**config.mk**
```make
export PLATFORM = sky130hd
export DESIGN_NAME = hamming_secded_dec_stream
export DESIGN_NICKNAME = d
export VERILOG_FILES = /design/src/rtl/hamming_secded_dec_stream.sv
export SDC_FILE = /design/constraint.sdc
export NUM_CORES = 1
export LEC_CHECK = 0
export BUFFER_PORTS_ARGS = -buffer_cell sky130_fd_sc_hd__buf_2
export CAP_MARGIN = 5
export CORE_MARGIN = 4
export CORE_UTILIZATION = 39
export CTS_BUF_LIST = sky130_fd_sc_hd__clkbuf_16
export CTS_CLUSTER_DIAMETER = 200
export DETAILED_ROUTE_END_ITERATION = 7
export SLEW_MARGIN = 15
export SYNTH_ARGS = -nofsm -noshare
export SYNTH_HDL_FRONTEND = slang
export SYNTH_SLANG_ARGS = --single-unit
```
**constraint.sdc**
```tcl
create_clock -name i_clk -period 3.8 [get_ports i_clk]
set_clock_uncertainty 0.1 [all_clocks]
set_input_delay 0.38 -clock i_clk [delete_from_list [all_inputs] [get_ports i_clk]]
set_output_delay 0.38 -clock i_clk [all_outputs]
set_load 0.1 [all_outputs]
```
**src/rtl/hamming_secded_dec_stream.sv**
```systemverilog
// hamming_secded_dec_stream: two-stage streaming Hamming SECDED decoder with sideband and error counters
module hamming_secded_dec_stream #(
    parameter int R      = 3,
    parameter int SIDE_W = 1,
    parameter int CNT_W  = 16,
    localparam int N     = 2**R - 1,
    localparam int K     = N - R
) (
    input  logic              i_clk,
    input  logic              i_rst_n,
    input  logic              i_valid,
    output logic              o_ready,
    input  logic [N:0]        i_code,
    input  logic [SIDE_W-1:0] i_side,
    input  logic              i_bypass,
    input  logic              i_cnt_clr,
    output logic              o_valid,
    input  logic              i_ready,
    output logic [K-1:0]      o_data,
    output logic [SIDE_W-1:0] o_side,
    output logic              o_sec,
    output logic              o_ded,
    output logic [CNT_W-1:0]  o_cnt_sec,
    output logic [CNT_W-1:0]  o_cnt_ded
);
    logic              adv, hs;
    logic              v1_q, par1_q, byp1_q, par_d;
    logic [R-1:0]      syn1_q, syn_d;
    logic [N:0]        code1_q;
    logic [SIDE_W-1:0] side1_q, side2_q;
    logic              v2_q, sec2_q, ded2_q, sec_d, ded_d, fix;
    logic [K-1:0]      data_d, data2_q;
    logic [CNT_W-1:0]  cnt_sec_q, cnt_ded_q, cnt_sec_d, cnt_ded_d;

    // Whole pipeline moves together whenever the output slot is free or being taken.
    assign adv     = !v2_q | i_ready;
    assign hs      = v2_q & i_ready;
    assign o_ready = adv;

    // Syndrome is the XOR of the indices of all set Hamming positions; parity covers every bit.
    always_comb begin
        syn_d = '0;
        for (int p = 1; p <= N; p++)
            if (i_code[p-1]) syn_d = syn_d ^ R'(p);
        par_d = ^i_code;
    end

    // Classify the error and extract data bits, flipping the bit the syndrome points at.
    always_comb begin
        int j;
        sec_d  = v1_q & par1_q;
        ded_d  = v1_q & (syn1_q != '0) & !par1_q;
        fix    = !byp1_q & par1_q;
        data_d = '0;
        j      = 0;
        for (int p = 1; p <= N; p++) begin
            if ((p & (p - 1)) != 0) begin
                data_d[j] = code1_q[p-1] ^ (fix & (syn1_q == R'(p)));
                j++;
            end
        end
    end

    // Saturating counters of delivered words; clear overrides any increment.
    always_comb begin
        cnt_sec_d = i_cnt_clr ? '0 : (hs & sec2_q & ~&cnt_sec_q) ? cnt_sec_q + CNT_W'(1) : cnt_sec_q;
        cnt_ded_d = i_cnt_clr ? '0 : (hs & ded2_q & ~&cnt_ded_q) ? cnt_ded_q + CNT_W'(1) : cnt_ded_q;
    end

    // Pipeline registers: stage 1 holds syndrome and raw word, stage 2 holds decoded result.
    always_ff @(posedge i_clk or negedge i_rst_n) begin
        if (!i_rst_n) begin
            v1_q    <= 1'b0;
            syn1_q  <= '0;
            par1_q  <= 1'b0;
            code1_q <= '0;
            side1_q <= '0;
            byp1_q  <= 1'b0;
            v2_q    <= 1'b0;
            data2_q <= '0;
            side2_q <= '0;
            sec2_q  <= 1'b0;
            ded2_q  <= 1'b0;
        end else if (adv) begin
            v1_q    <= i_valid;
            syn1_q  <= syn_d;
            par1_q  <= par_d;
            code1_q <= i_code;
            side1_q <= i_side;
            byp1_q  <= i_bypass;
            v2_q    <= v1_q;
            data2_q <= data_d;
            side2_q <= side1_q;
            sec2_q  <= sec_d;
            ded2_q  <= ded_d;
        end
    end

    // Error counter registers.
    always_ff @(posedge i_clk or negedge i_rst_n) begin
        if (!i_rst_n) begin
            cnt_sec_q <= '0;
            cnt_ded_q <= '0;
        end else begin
            cnt_sec_q <= cnt_sec_d;
            cnt_ded_q <= cnt_ded_d;
        end
    end

    assign o_valid   = v2_q;
    assign o_data    = data2_q;
    assign o_side    = side2_q;
    assign o_sec     = sec2_q;
    assign o_ded     = ded2_q;
    assign o_cnt_sec = cnt_sec_q;
    assign o_cnt_ded = cnt_ded_q;
endmodule

```
==> impl_metrics.toml, run 1 <==
[status]
status = "complete, no violations"

[grt]
grt_antenna_before_repair = 0
grt_pass1_wl_um = 10600
grtUsageTotal_pct = 15.4
grt_max_degree = 40
grt_pass1_vias = 2215
grt_overflow = 0

[timing]
rsz0062_at_grt = "false"
worst_pin_slew_ps = 874
fin_crit_sh_pct = 63.8
fmax_ghz = 0.413
max-slew-margin-rel_pct = 41.1
tns_ps = 0
period_needed_ps = 2420
hold_viol_final = 0
drv_slew = 0
setup_violations = 0

[hold_path]
worstHoldPathType = "primary input to register"
worstHoldStart = "i_valid"
hold_depth = 3
holdPathEnd = "v1_q"

[place]
dp_hpwl_um = 4270
gp_congestion = 0.782
port_buffers = 55

[synthesis]
syn_area_sq_um = 2690
ys.warnings.count = 0
ys.flop_type = "dfrtp_1"
async_flop_share_pct = 100
ys_seq_area_share_pct = 47.4
synth_top_area_share_pct = 47.4
synth_top_area_cell = "dfrtp_1"
ys_ff_latch = 51
synth-edff-count = 0
synth_area_leaders = "dfrtp_1 (47%), nand2_1 (6.3%), xnor2_1 (4.2%)"
avgSynthCellArea_sq_um = 9.19
ys_types = 38
netlist_instances = 293
syn_nets = 310

[cells_and_area]
utilization_pct = 47.1
n_antenna_cell = 0
register_area_sq_um = 1280
layout-drive-gt1-share_pct = 23.1
fill_cells = 695
syn2layout_area_growth_pct = 18.3
nets = 363
multi_input_area_sq_um = 1320

[die]
dieArea_sq_um = 8300
die_x_um = 91.1
dieHeight_um = 91.1
io_pins = 56
start_util_pct = 39.9
num_rows = 30
core_area_sq_um = 6760

[power]
p_sw_mw = 0.492
p_int_mw = 0.894
cellLeakagePower_nw = 1.39
power.density_nw_per_um2 = 435
combPwrFrac_pct = 24.0
clkPwrFrac_pct = 31.1
seq_power_share_pct = 44.9
peakVddDrop_mv = 0.332
netSwitchingFraction_pct = 35.5

[clocking]
hold_buffers = 1
post-cts-setup-buffers = 0
cts_sinks = 51
root_buffer = "clkbuf_16"
cts_tree = "built"
cts_made_buffers = 5
clk_pin_slew_ps = 70
htree_levels = 2
cts.path.max_buffers = 2
clkLatencyLatePin_ps = 290
postCtsResizedCells = 0

[routing]
firstDrtPassIters = 4
drtIter0Drc = 98
wl_per_cell_um = 14.2
antenna_left = 0
num_vias = 2309
drc = 0
routed_wl_um = 6060
viasPerCell = 5.41

[setup_path]
ff2ff_setup_slack_ps = 1400
rr_worst_depth = 6
critPathMaxStageDelay_ps = 500
path_max_fanout = 27
cp_slowest_cell = "buf_2"
cpLargestDelayFamily = "buffers and inverters"
critPathBufInv = 2
cp-start-kind = "register"
worstReg2RegEnd = "o_cnt_ded[10]"
path_class = "register to primary output"
r2r-start = "o_cnt_ded[0]"
critical_path_depth = 3
required_ps = 3320
arrival_ps = 1940
worstSetupEndpointType = "primary output"
crit_chain = "and2b_2 -> inv_1 -> buf_2"

[run]
maxCapViolations = 0
worst max path at each step:
stage | start | end | slack (ps)
3_3_place_gp | o_cnt_ded[0] | o_cnt_ded[3] | 1560
6_report | o_valid | o_ready | 1380
3_5_place_dp | o_cnt_ded[0] | o_cnt_ded[10] | 1450
5_1_grt | o_cnt_ded[0] | o_cnt_ded[2] | 1200
4_1_cts | o_valid | o_ready | 1360
2_1_floorplan | o_valid | o_ready | 910
cell families (layout without fill, tap and decap cells):
kind of cell	after synthesis	in the layout	share of synthesized area, %
buffers and inverters	24	78	3.62
XOR/XNOR	16	16	5.20
AO/OA/AOI/OAI	55	55	12.2
AND/OR/NAND/NOR	137	137	27.4
multiplexers	8	8	3.25
flip-flops	51	51	47.4
adder cells (fa/ha/maj)	2	2	0.929
synthesized netlist by cell type (all sizes together) (3+ instances only):
library cell and instances:
dfrtp 51, nand2 45, a21oi 22, o21ai 16, nor2 15, nand3 14, o31ai 13, or4 13
xnor2 13, clkbuf 10, inv 10, or3 10, nand4 8, nor4 8, mux2 6, nor2b 5
buf 4, and3 3, and4 3, nand2b 3, or2 3, xor2 3
power by group through the flow:
stage          Clock, mW  Sequential (mW)  Combinational, mW
5_1_grt            0.462            0.631              0.359
2_1_floorplan          0            0.790              0.108
4_1_cts            0.445            0.623              0.338
6_report           0.431            0.622              0.333
3_5_place_dp           0            0.633              0.337
3_3_place_gp           0            0.633              0.334
cell type report:
class | instances | area share [%]
Timing Repair Buffer | 60 | 9.90
Inverter | 10 | 1.18
Sequential cell | 51 | 40.1
Clock inverter | 3 | 0.354
Clock buffer | 5 | 3.93
Multi-Input combinational cell | 218 | 41.4
Tap cell | 80 | 3.14
flip-flops by register name, summed over array words and instances, names as in the netlist:
signal,cells
v1_q,1
o_side,1
o_cnt_ded,16
o_ded,1
o_sec,1
o_cnt_sec,16
byp1_q,1
code1_q,4
o_data,4
par1_q,1
o_valid,1
syn1_q,3
side1_q,1
worst min-delay path: stages:
cell,delay (ps)
buf_2,80
nand2_1,40
nand2_1,50
cells in the final DEF (no fill, tap or decap), types with 11 or more instances in the layout:
cell      n
o21ai_0  16
dfrtp_1  51
inv_1    11
nand2_1  45
nor2_1   15
or4_1    11
a21oi_1  22
nand3_1  13
buf_2    55
xnor2_1  13
o31ai_1  13
metrics by stage:
step	worst slack (ps)	total power, mW	cells	hold WS, ps	cell area [sq um]
after floorplan	915	0.898	293	-15.6	2690
after global placement	1560	0.967	418	263	3040
after detailed placement	1450	0.970	418	266	3040
after CTS	1360	1.41	427	181	3180
after global routing	1200	1.45	427	206	3180
final	1380	1.39	427	190	3180
routing by layer:
layer	global-route usage [%]	share of wire, %
met1	20.5	47
met2	24.8	48
met3	3.89	4.8
met4	4.15	0.48
met5	0	0
Power figures use the tool's default switching activity.
==> run 2: changes to the inputs <==
clock period = 2.3 ns   (was 3.8 ns; I/O delays follow)
==> run 2 against run 1 <==
  * First-iteration DRC count is 11% lower
  * Design area rose by 3.5%
  * Largest power group unchanged
  * Via count rose by 0.39%
  * Register-to-register slack lost 1200 ps
  * Sequential share of layout area grew 0.26 points
==> impl_metrics.toml, run 2 (synthesis results as in run 1) <==
[routing]
num_vias = 2318
antenna_left = 0
viasPerCell = 5.35
drtIter0Drc = 87
wl_per_cell_um = 14.1
drc = 0
firstDrtPassIters = 4
routed_wl_um = 6090

[setup_path]
arrival_ps = 2230
critPathMaxStageDelay_ps = 640
crit_chain = "ha_4 -> nand2_1 -> or4_1 -> or4_1 -> a21oi_1"
cp_slowest_cell = "or4_1"
cp-start-kind = "register"
required_ps = 2410
path_class = "register to register"
crit_path_frequent_cell = "or4_1"
worstSetupEndpointType = "register"
crit_start = "o_cnt_sec[0]"
path_max_fanout = 8
r2r-start = "o_cnt_sec[0]"

[clocking]
cts_tree = "built"
cts_made_buffers = 5
clkLatencyLatePin_ps = 290
htree_levels = 2
cts_sinks = 51
clk_pin_slew_ps = 70
postCtsResizedCells = 0
cts.path.max_buffers = 2
root_buffer = "clkbuf_16"

[place]
dp_hpwl_um = 4360
gp_congestion = 0.768
placed_area_sq_um = 3150
port_buffers = 55

[timing]
tns_ps = 0
fin_crit_sh_pct = 92.4
period_needed_ps = 2130
rsz0062_at_grt = "false"
setup_violations = 0
hold_viol_final = 0
fmax_ghz = 0.471
drv_slew = 0
worst_pin_slew_ps = 713
max-slew-margin-rel_pct = 52.4

[die]
dieArea_sq_um = 8300
core_area_sq_um = 6760
die_x_um = 91.1
start_util_pct = 39.9
io_pins = 56
dieHeight_um = 91.1
num_rows = 30

[grt]
grt_overflow = 0
grt_max_degree = 40
grt_pass1_vias = 2283
grtUsageTotal_pct = 15.7
grt_antenna_before_repair = 0
grt_pass1_wl_um = 10800

[cells_and_area]
layout-drive-gt1-share_pct = 34.3
mostFrequentLayoutCell = "buf_2"
nets = 369
utilization_pct = 48.8
design_area_sq_um = 3300
syn2layout_area_growth_pct = 22.4
final_cell_mix = "buf_2 (55), nand2_1 (45), dfrtp_2 (28)"
n_antenna_cell = 0

[power]
peakVddDrop_mv = 0.421
cellLeakagePower_nw = 1.37
power.density_nw_per_um2 = 701

[run]
maxCapViolations = 0

[hold_path]
worstHoldPathType = "primary input to register"
worstHoldStart = "i_valid"

[status]
status = "complete, no violations"
[run 2: stage by stage]
step                      cells  hold slack (ps)  setup WS [ps]  total power [mW]
after floorplan             293             -166           9.35              1.49
after global placement      424              214            220              1.61
after detailed placement    424              224            175              1.62
after CTS                   433             32.0            163              2.35
after global routing        433             62.4           55.8              2.44
final                       433             37.4            175              2.31
[run 2: final cells by class]
type / instances / area (sq um)
fill: 666 / 3460
tap: 80 / 100
multi-input combinational: 218 / 1330
inverter: 10 / 37.5
sequential: 51 / 1330
clock buffer: 5 / 125
timing repair buffer: 66 / 360
clock inverter: 3 / 12.5
[run 2: timing repair]
action / in CTS / in global routing
setup buffers: 0 / 0
hold buffers: 1 / 0
hold endpoints to repair: 27 / 0
[run 2: routing by layer]
metal | GRT usage, % | part of all wire (%) | up-vias
met2 | 25.3 | 46 | 39
li1 | - | - | 1171
met3 | 3.98 | 4.8 | 8
met5 | 0 | 0 | -
met4 | 4.15 | 1.1 | 0
met1 | 21.1 | 48 | 1100
[run 2: where the power goes]
group          leakage, nW  switching, mW  internal [mW]  total (mW)
registers            0.622         0.0626          0.974        1.04
clock network       0.0724          0.317          0.394       0.712
logic                0.675          0.438          0.125       0.563
[run 2: final timing paths]
check,to,slack (ps),depth (start not counted)
setup / recovery,o_cnt_sec[14],170,5
hold / removal,v1_q,40,3
setup reg to reg,o_cnt_sec[14],170,5
hold reg to reg,o_side,380,2
max in group asynchronous,o_valid,1010,3
min in group asynchronous,o_cnt_ded[8],420,2
[run 2: critical path, delay by kind of cell (launching register included)]
| kind | cells | cell delay, ps |
|---|---|---|
| AO/OA/AOI/OAI | 1 | 150 |
| AND/OR/NAND/NOR | 3 | 1210 |
| adder cells (fa/ha/maj) | 1 | 150 |
| flip-flops | 1 | 440 |
==> run 3: changes to the inputs <==
ABC_AREA = 1   (was default)
==> run 3 against run 2 <==
  * Sequential share of layout area shrank 4.1 points
  * Final cell count grew 31%
  * Worst setup slack gained 300 ps
  * Routed wire length grew 16%
  * Non-clock buffer count shrank 3
  * Sequential cell count is the same
  * Design area grew 7.2%
==> impl_metrics.toml, run 3 <==
[timing]
fmax_ghz = 0.548
drv_slew = 0
fin_ws_ps = 475
fin_crit_sh_pct = 79.3
tns_ps = 0
rsz0062_at_grt = "false"
max-slew-margin-rel_pct = 60.4
worst_pin_slew_ps = 594
timing.hold.ws_ps = 37.4
period_needed_ps = 1830
hold_viol_final = 0
setup_violations = 0

[cells_and_area]
nets = 484
syn2layout_area_growth_pct = 18.7
layout-drive-gt1-share_pct = 18.4
register_area_sq_um = 1280
mostFrequentLayoutCell = "nand2_1"
multi_input_area_sq_um = 1500
n_antenna_cell = 0
final_cell_mix = "nand2_1 (149), buf_2 (55), dfrtp_1 (48)"
design_area_sq_um = 3540
instances_no_fill = 567
fill_cells = 741

[synthesis]
avgSynthCellArea_sq_um = 7.30
netlist_instances = 408
async_flop_share_pct = 100
syn_nets = 425
synth_top_area_share_pct = 42.8
synth_top_area_cell = "dfrtp_1"
ys_seq_area_share_pct = 42.8
ys.warnings.count = 0
synth-edff-count = 0
ys.flop_type = "dfrtp_1"
ys_types = 29
ys_top_cells_by_count = "nand2_1 (149), dfrtp_1 (51), nor2_1 (39)"
yosysMostFrequentCell = "nand2_1"
ys_ff_latch = 51
synth_area_leaders = "dfrtp_1 (43%), nand2_1 (19%), nand3_1 (5.0%)"
syn_area_sq_um = 2980

[place]
port_buffers = 55
dp_hpwl_um = 5240
gp_congestion = 0.799
dp.cells = 558
placed_area_sq_um = 3390
dp_slack_ps = 496

[power]
cellLeakagePower_nw = 1.89
peakVddDrop_mv = 0.350
power.density_nw_per_um2 = 655

[setup_path]
r2r-start = "o_cnt_sec[0]"
arrival_ps = 1900
crit_chain = "ha_1 -> nand3_1 -> inv_1 -> nand2_2 -> o21bai_4 -> nand2_2 -> clkinv_2 -> nand2_1 -> nand2_1"
ff2ff_setup_slack_ps = 470
critPathMaxStageDelay_ps = 410
worstReg2RegEnd = "o_cnt_sec[3]"
rr_worst_depth = 9
cp-start-kind = "register"
required_ps = 2370
worstSetupEndpointType = "register"
path_max_fanout = 14
path_class = "register to register"
cp_slowest_cell = "dfrtp_1"

[die]
start_util_pct = 40.6
die_x_um = 95.4
num_rows = 31
io_pins = 56
dieHeight_um = 95.4
dieArea_sq_um = 9100
core_area_sq_um = 7330

[routing]
viasPerCell = 4.86
drtIter0Drc = 126
wl_per_cell_um = 12.4
firstDrtPassIters = 4
antenna_left = 0
routed_wl_um = 7050
drc = 0
num_vias = 2756

[clocking]
cts.path.max_buffers = 2
postCtsResizedCells = 0
root_buffer = "clkbuf_16"
htree_levels = 2
cts_tree = "built"
clkLatencyLatePin_ps = 290
clk_pin_slew_ps = 60
cts_made_buffers = 5
cts_sinks = 51

[hold_path]
worstHoldPathType = "primary input to register"
hold_depth = 3
holdPathEnd = "side1_q"
worstHoldStart = "i_side"

[grt]
grt_pass1_wl_um = 12100
grt_pass1_vias = 2513
grt_overflow = 0
grt_antenna_before_repair = 0
grtUsageTotal_pct = 16.5
grt_max_degree = 28

[status]
status = "complete, no violations"

[run]
maxCapViolations = 0
## run 3: cell count changes after synthesis, sizes merged, moves of 6 or more
cell and change:
nand2 +109, nor2 +27, inv +26, a21oi -18, nand3 +17, nand4 +13, or4 -13, o31ai -12
xor2 +12, or3 -10, nor4 -8, o21bai +7, mux2 -6
## run 3: area by class of cell
cell class                 instances  area share (%)
clock buffer                       5            3.54
timing repair buffer              63            9.91
multi-input combinational        309            42.5
clock inverter                     3           0.354
inverter                          37            3.96
tap                               99            3.50
sequential                        51            36.2
## run 3: how the worst max path moves through the flow
| stage | cells past startpoint | from | end | slack, ps |
|---|---|---|---|---|
| 2_1_floorplan | 10 | o_cnt_sec[0] | o_cnt_sec[3] | 1 |
| 3_3_place_gp | 9 | o_cnt_sec[0] | o_cnt_sec[3] | 530 |
| 3_5_place_dp | 9 | o_cnt_ded[0] | o_cnt_ded[14] | 500 |
| 4_1_cts | 9 | o_cnt_sec[0] | o_cnt_sec[3] | 490 |
| 5_1_grt | 9 | o_cnt_ded[0] | o_cnt_ded[10] | 280 |
| 6_report | 9 | o_cnt_sec[0] | o_cnt_sec[3] | 470 |
## run 3: cells by family after synthesis
| group | count (synthesis) | share of synthesized area (%) |
|---|---|---|
| AOI/OAI and AO/OA | 32 | 6.85 |
| xor gates and xnor gates | 24 | 7.06 |
| adders and majority gates | 2 | 0.840 |
| buffers and inverters | 48 | 6.68 |
| DFF | 51 | 42.8 |
| and+or+nand+nor | 251 | 35.7 |
## run 3: where the power goes
group	internal, mW	switching, mW	total (mW)
Sequential	0.965	0.0563	1.02
Combinational	0.123	0.460	0.583
Clock	0.394	0.319	0.713
## run 3: layer usage
metal  wire length (um)  vias to the layer above  track usage, %
met3                374                        4            3.08
met4                 61                        0            3.55
met2               3330                       65            27.6
met1               3290                     1263            22.3
met5                  0                        -               0
li1                   -                     1424               -
## run 3: through the flow
stage                     total power, mW  utilization [%]
after floorplan                      1.48                -
after global placement               1.62             46.2
after detailed placement             1.63             46.2
after CTS                            2.36             48.2
after global routing                 2.45             48.2
final                                2.32             48.2
## run 3: timing repair
item,CTS,global route
setup buffers,0,0
endpoints found under the hold margin,24,0
endpoints found under the setup margin,0,0
hold buffers,1,0
## run 3: worst max-delay path: cells and delay by family (launching register included)
family	cells	cell delay, ps
adder cells (fa/ha/maj)	1	240
AND/OR/NAND/NOR	5	590
flip-flops	1	410
buffers and inverters	2	290
AO/OA/AOI/OAI	1	90
